<file path="config.mk">
export PLATFORM = sky130hd
export DESIGN_NAME = cond_exec_ctrl
export DESIGN_NICKNAME = d
export VERILOG_FILES = /design/src/rtl/cond_exec_ctrl.sv
export SDC_FILE = /design/constraint.sdc
export NUM_CORES = 1
export LEC_CHECK = 0
export ABC_AREA = 1
export BUFFER_PORTS_ARGS = -buffer_cell sky130_fd_sc_hd__buf_4
export CORE_ASPECT_RATIO = 1.25
export CORE_MARGIN = 8
export CORE_UTILIZATION = 52
export CTS_CLUSTER_DIAMETER = 50
export DETAILED_ROUTE_END_ITERATION = 10
export PLACE_DENSITY = 0.79
export SYNTH_ARGS = -nofsm -noshare
export SYNTH_HDL_FRONTEND = slang
export SYNTH_SLANG_ARGS = --single-unit
</file>
<file path="constraint.sdc">
create_clock -name clk -period 2.5 [get_ports clk]
set_clock_uncertainty 0.2 [all_clocks]
set_input_delay 0.375 -clock clk [delete_from_list [all_inputs] [get_ports clk]]
set_output_delay 0.375 -clock clk [all_outputs]
set_load 0.01 [all_outputs]
</file>
<file path="src/rtl/cond_exec_ctrl.sv">
// Execute-stage condition evaluation, NZCV ownership and
// wrong-path squash sequencing after a taken branch.
module cond_exec_ctrl #(
  parameter int unsigned FLUSH_CYCLES = 2,
  parameter int unsigned CNT_W        = 16
) (
  input  logic             clk,
  input  logic             reset,
  input  logic             valid_e,
  input  logic             stall_e,
  input  logic [3:0]       cond_e,
  input  logic [1:0]       flagw_e,
  input  logic [3:0]       alu_flags,
  input  logic             regw_e,
  input  logic             memw_e,
  input  logic             pcs_e,
  output logic             cond_ex,
  output logic             regwrite_g,
  output logic             memwrite_g,
  output logic             pcsrc,
  output logic             flush_d,
  output logic             flush_e,
  output logic [3:0]       flags_q,
  output logic             busy,
  output logic [CNT_W-1:0] squash_cnt
);

  typedef enum logic {
    ST_RUN,
    ST_FLUSH
  } state_t;

  localparam bit LP_HAS_FLUSH = (FLUSH_CYCLES > 0);
  localparam logic [2:0] LP_CNT_INIT =
    LP_HAS_FLUSH ? 3'(FLUSH_CYCLES - 1) : 3'd0;
  localparam logic [CNT_W-1:0] LP_SQ_MAX = '1;

  state_t           r_state;
  state_t           w_state_nxt;
  logic [2:0]       r_cnt;
  logic [2:0]       w_cnt_nxt;
  logic [3:0]       r_flags;
  logic [CNT_W-1:0] r_sq;

  logic w_n;
  logic w_z;
  logic w_c;
  logic w_v;
  logic w_condpass;
  logic w_live;
  logic w_cond_ex;
  logic w_pcsrc;
  logic w_in_flush;
  logic w_sq_evt;

  assign {w_n, w_z, w_c, w_v} = r_flags;

  always_comb begin
    w_condpass = 1'b0;
    unique case (cond_e)
      4'b0000: w_condpass = w_z;
      4'b0001: w_condpass = ~w_z;
      4'b0010: w_condpass = w_c;
      4'b0011: w_condpass = ~w_c;
      4'b0100: w_condpass = w_n;
      4'b0101: w_condpass = ~w_n;
      4'b0110: w_condpass = w_v;
      4'b0111: w_condpass = ~w_v;
      4'b1000: w_condpass = w_c & ~w_z;
      4'b1001: w_condpass = ~(w_c & ~w_z);
      4'b1010: w_condpass = (w_n == w_v);
      4'b1011: w_condpass = (w_n != w_v);
      4'b1100: w_condpass = ~w_z & (w_n == w_v);
      4'b1101: w_condpass = ~(~w_z & (w_n == w_v));
      4'b1110: w_condpass = 1'b1;
      4'b1111: w_condpass = 1'b0;
    endcase
  end

  assign w_in_flush = (r_state == ST_FLUSH);
  assign w_live = valid_e & ~stall_e
                & ~w_in_flush & ~reset;
  assign w_cond_ex = w_live & w_condpass;
  assign w_pcsrc   = w_cond_ex & pcs_e;

  // Wrong-path slots and failed conditions both count as squashed
  assign w_sq_evt = valid_e & ~stall_e
                  & (w_in_flush | ~w_condpass);

  always_comb begin
    w_state_nxt = r_state;
    w_cnt_nxt   = r_cnt;
    unique case (r_state)
      ST_RUN: begin
        if (w_pcsrc && LP_HAS_FLUSH) begin
          w_state_nxt = ST_FLUSH;
          w_cnt_nxt   = LP_CNT_INIT;
        end
      end
      ST_FLUSH: begin
        if (r_cnt == 3'd0) begin
          w_state_nxt = ST_RUN;
        end else begin
          w_cnt_nxt = r_cnt - 3'd1;
        end
      end
    endcase
  end

  always_ff @(posedge clk) begin
    if (reset) begin
      r_state <= ST_RUN;
      r_cnt   <= 3'd0;
    end else begin
      r_state <= w_state_nxt;
      r_cnt   <= w_cnt_nxt;
    end
  end

  always_ff @(posedge clk) begin
    if (reset) begin
      r_flags <= 4'b0000;
    end else if (w_cond_ex) begin
      if (flagw_e[1]) begin
        r_flags[3:2] <= alu_flags[3:2];
      end
      if (flagw_e[0]) begin
        r_flags[1:0] <= alu_flags[1:0];
      end
    end
  end

  always_ff @(posedge clk) begin
    if (reset) begin
      r_sq <= '0;
    end else if (w_sq_evt && r_sq != LP_SQ_MAX) begin
      r_sq <= r_sq + CNT_W'(1);
    end
  end

  assign cond_ex    = w_cond_ex;
  assign regwrite_g = w_cond_ex & regw_e;
  assign memwrite_g = w_cond_ex & memw_e;
  assign pcsrc      = w_pcsrc;
  assign flush_d    = w_pcsrc;
  assign flush_e    = w_pcsrc;
  assign flags_q    = r_flags;
  assign busy       = w_in_flush & ~reset;
  assign squash_cnt = r_sq;

endmodule
</file>
==> results.cfg <==
[status]
status = completed

[grt]
antenna_found_initial = 0
gr-usage-all-layers_pct = 14.8
grt_pass1_wl_um = 6530
grt_max_degree = 27
grt_pass1_vias = 1612
grt_overflow = 0

[detailed_routing]
vias = 1704
wire_per_inst_um = 12.2
drt-total-wl_um = 3910
drt-initial-drc-count = 112
antenna_left = 0
firstDrtPassIters = 4
vias_per_cell = 5.31
drc_errors = 0

[sta]
setup_tns_ps = 0
maxSlewHeadroom_pct = 65.4
hold_viol = 0
finalCriticalPeriod_ps = 2290
slew_violations = 0
min_period_over_period_pct = 91.6
worst_slew_pin_slew_ps = 519
rsz0062_at_grt = no
fmax_ghz = 0.437
setup_viol = 0
hold_slack_ps = 130

[clock_network]
cts_hold_buffers = 0
cts_sinks = 24
cts_root_buf = clkbuf_4
path_clk_slew_ps = 120
cts_max_level = 1
insertion_delay_ps = 310
cts_tree = yes
cts_inserted_buffers = 3
clockBufferDepth = 2

[run]
cap_violations = 0

[synthesis]
synthArstFlopShare_pct = 0
synth_area_leader_cell = dfxtp_1
yosysMostFrequentCell = nand2_1
synth_cells = 244
ys_top_cells_by_count = nand2_1 (60), a21oi_1 (24), dfxtp_1 (24), nor2_1 (24), nand3_1 (21)
yosysUniqueCellTypes = 23
synth_nets = 264
ys_ff_latch = 24
ys.flop_type = dfxtp_1
syn_area_um2 = 1620
yosysTopAreaCellShare_pct = 29.6
synth_edf_count = 0
synth_area_leaders = dfxtp_1 (30%), nand2_1 (14%), nand4_1 (7.7%)
yosysSeqAreaShare_pct = 29.6
postSynthAreaPerCell_um2 = 6.65
yosys_warnings = 0

[final_layout]
drive_above_1_share_pct = 26.0
fin_cells = 321
num-nets-final = 306
area_growth_pct = 22.6
diodes = 0

[floorplan]
io_pins = 44
fp.coreArea_um2 = 2950
initial_core_util_pct = 55.1
fp-row-count = 22
fp.dieH_um = 78.4
die_x_um = 65.9
die-area_um2 = 5170

[critical_path]
cp-end-kind = output pin
startpoint_type = register
required_ps = 1920
critPathKind = register to output pin
cp_max_fo = 6
cp.arrival_ps = 1720

[place]
io_buffers = 43
dp_cells = 317
dp_hpwl_um = 3080
place.gp.congestion = 0.847

[min_path]
holdCritPathClass = input port to register

[pwr]
p_total_mw = 0.703
ir_worst_vdd_uv = 277
cellLeakagePower_nw = 0.846
powerDensity_nw_per_um2 = 354
[worst paths after layout]
kind,startpoint,end,slack [ps],cells past startpoint
min reg2reg,r_cnt[1],r_cnt[1],300,2
max reg2reg,squash_cnt[1],squash_cnt[1],320,9
min,alu_flags[2],flags_q[2],130,3
max,flags_q[3],flush_d,210,10
[critical path, cell delays in order (launching register included)]
cell	delay [ps]
dfxtp_2	400
inv_2	50
nand2_1	60
nand2_1	80
nand2_1	80
nand2_1	50
nor2_2	150
nand3_4	120
nand4_1	170
inv_1	90
buf_4	150
[layout make-up]
cell class / instances / area (um2)
Inverter: 26 / 97.6
Timing Repair Buffer: 46 / 345
Sequential cell: 24 / 483
Clock buffer: 4 / 36.3
Fill cell: 291 / 957
Multi-Input combinational cell: 185 / 981
Tap cell: 36 / 45.0
[kinds of logic after synthesis]
logic type / synth area share, %
adders and majority gates: 2.32
xor gates and xnor gates: 7.56
buffers and inverters: 9.88
DFF: 29.6
AOI/OAI and AO/OA: 7.41
and+or+nand+nor: 43.2
[state kept, by name, summed over array words and instances, names as in the netlist]
signal	flops
r_state	1
flags_q	4
squash_cnt	16
r_cnt	3
[layer usage]
metal / GRT usage [%] / vias up / routed length (um)
met1: 15.9 / 782 / 1670
met2: 27.8 / 37 / 1960
met3: 3.84 / 2 / 274
met4: 3.00 / 0 / 9
li1: - / 883 / -
met5: 0 / - / 0
[report_power, final]
group,switching [mW],internal (mW),total [mW]
clock network,0.113,0.0889,0.201
logic,0.0690,0.0443,0.113
registers,0.00258,0.385,0.388
total,0.184,0.519,0.703
[cell usage in the layout (no fill, tap or decap), drive strengths merged]
cell | netlist | routed
a21oi | 24 | 24
buf | 6 | 46
clkbuf | 3 | 4
dfxtp | 24 | 24
ha | 3 | 3
inv | 26 | 26
nand2 | 63 | 63
nand3 | 24 | 24
nand4 | 20 | 20
nor2 | 32 | 32
nor3 | 2 | 2
nor4 | 1 | 1
or2 | 2 | 2
xnor2 | 6 | 6
xor2 | 8 | 8
[per-stage QoR]
| step | setup WS (ps) | instance area [um2] | util (%) |
|---|---|---|---|
| 2_1_floorplan | 487 | 1620 | - |
| 3_3_place_gp | 403 | 1950 | 66.2 |
| 3_5_place_dp | 368 | 1950 | 66.2 |
| 4_1_cts | 111 | 1990 | 67.4 |
| 5_1_grt | 27.7 | 1990 | 67.5 |
| 6_report | 209 | 1990 | 67.5 |
[what timing repair did]
action                     CTS  global route
setup endpoints to repair    0             3
resized for setup            0             2
buffers inserted             0             0
(Power assumes the default switching activity.)
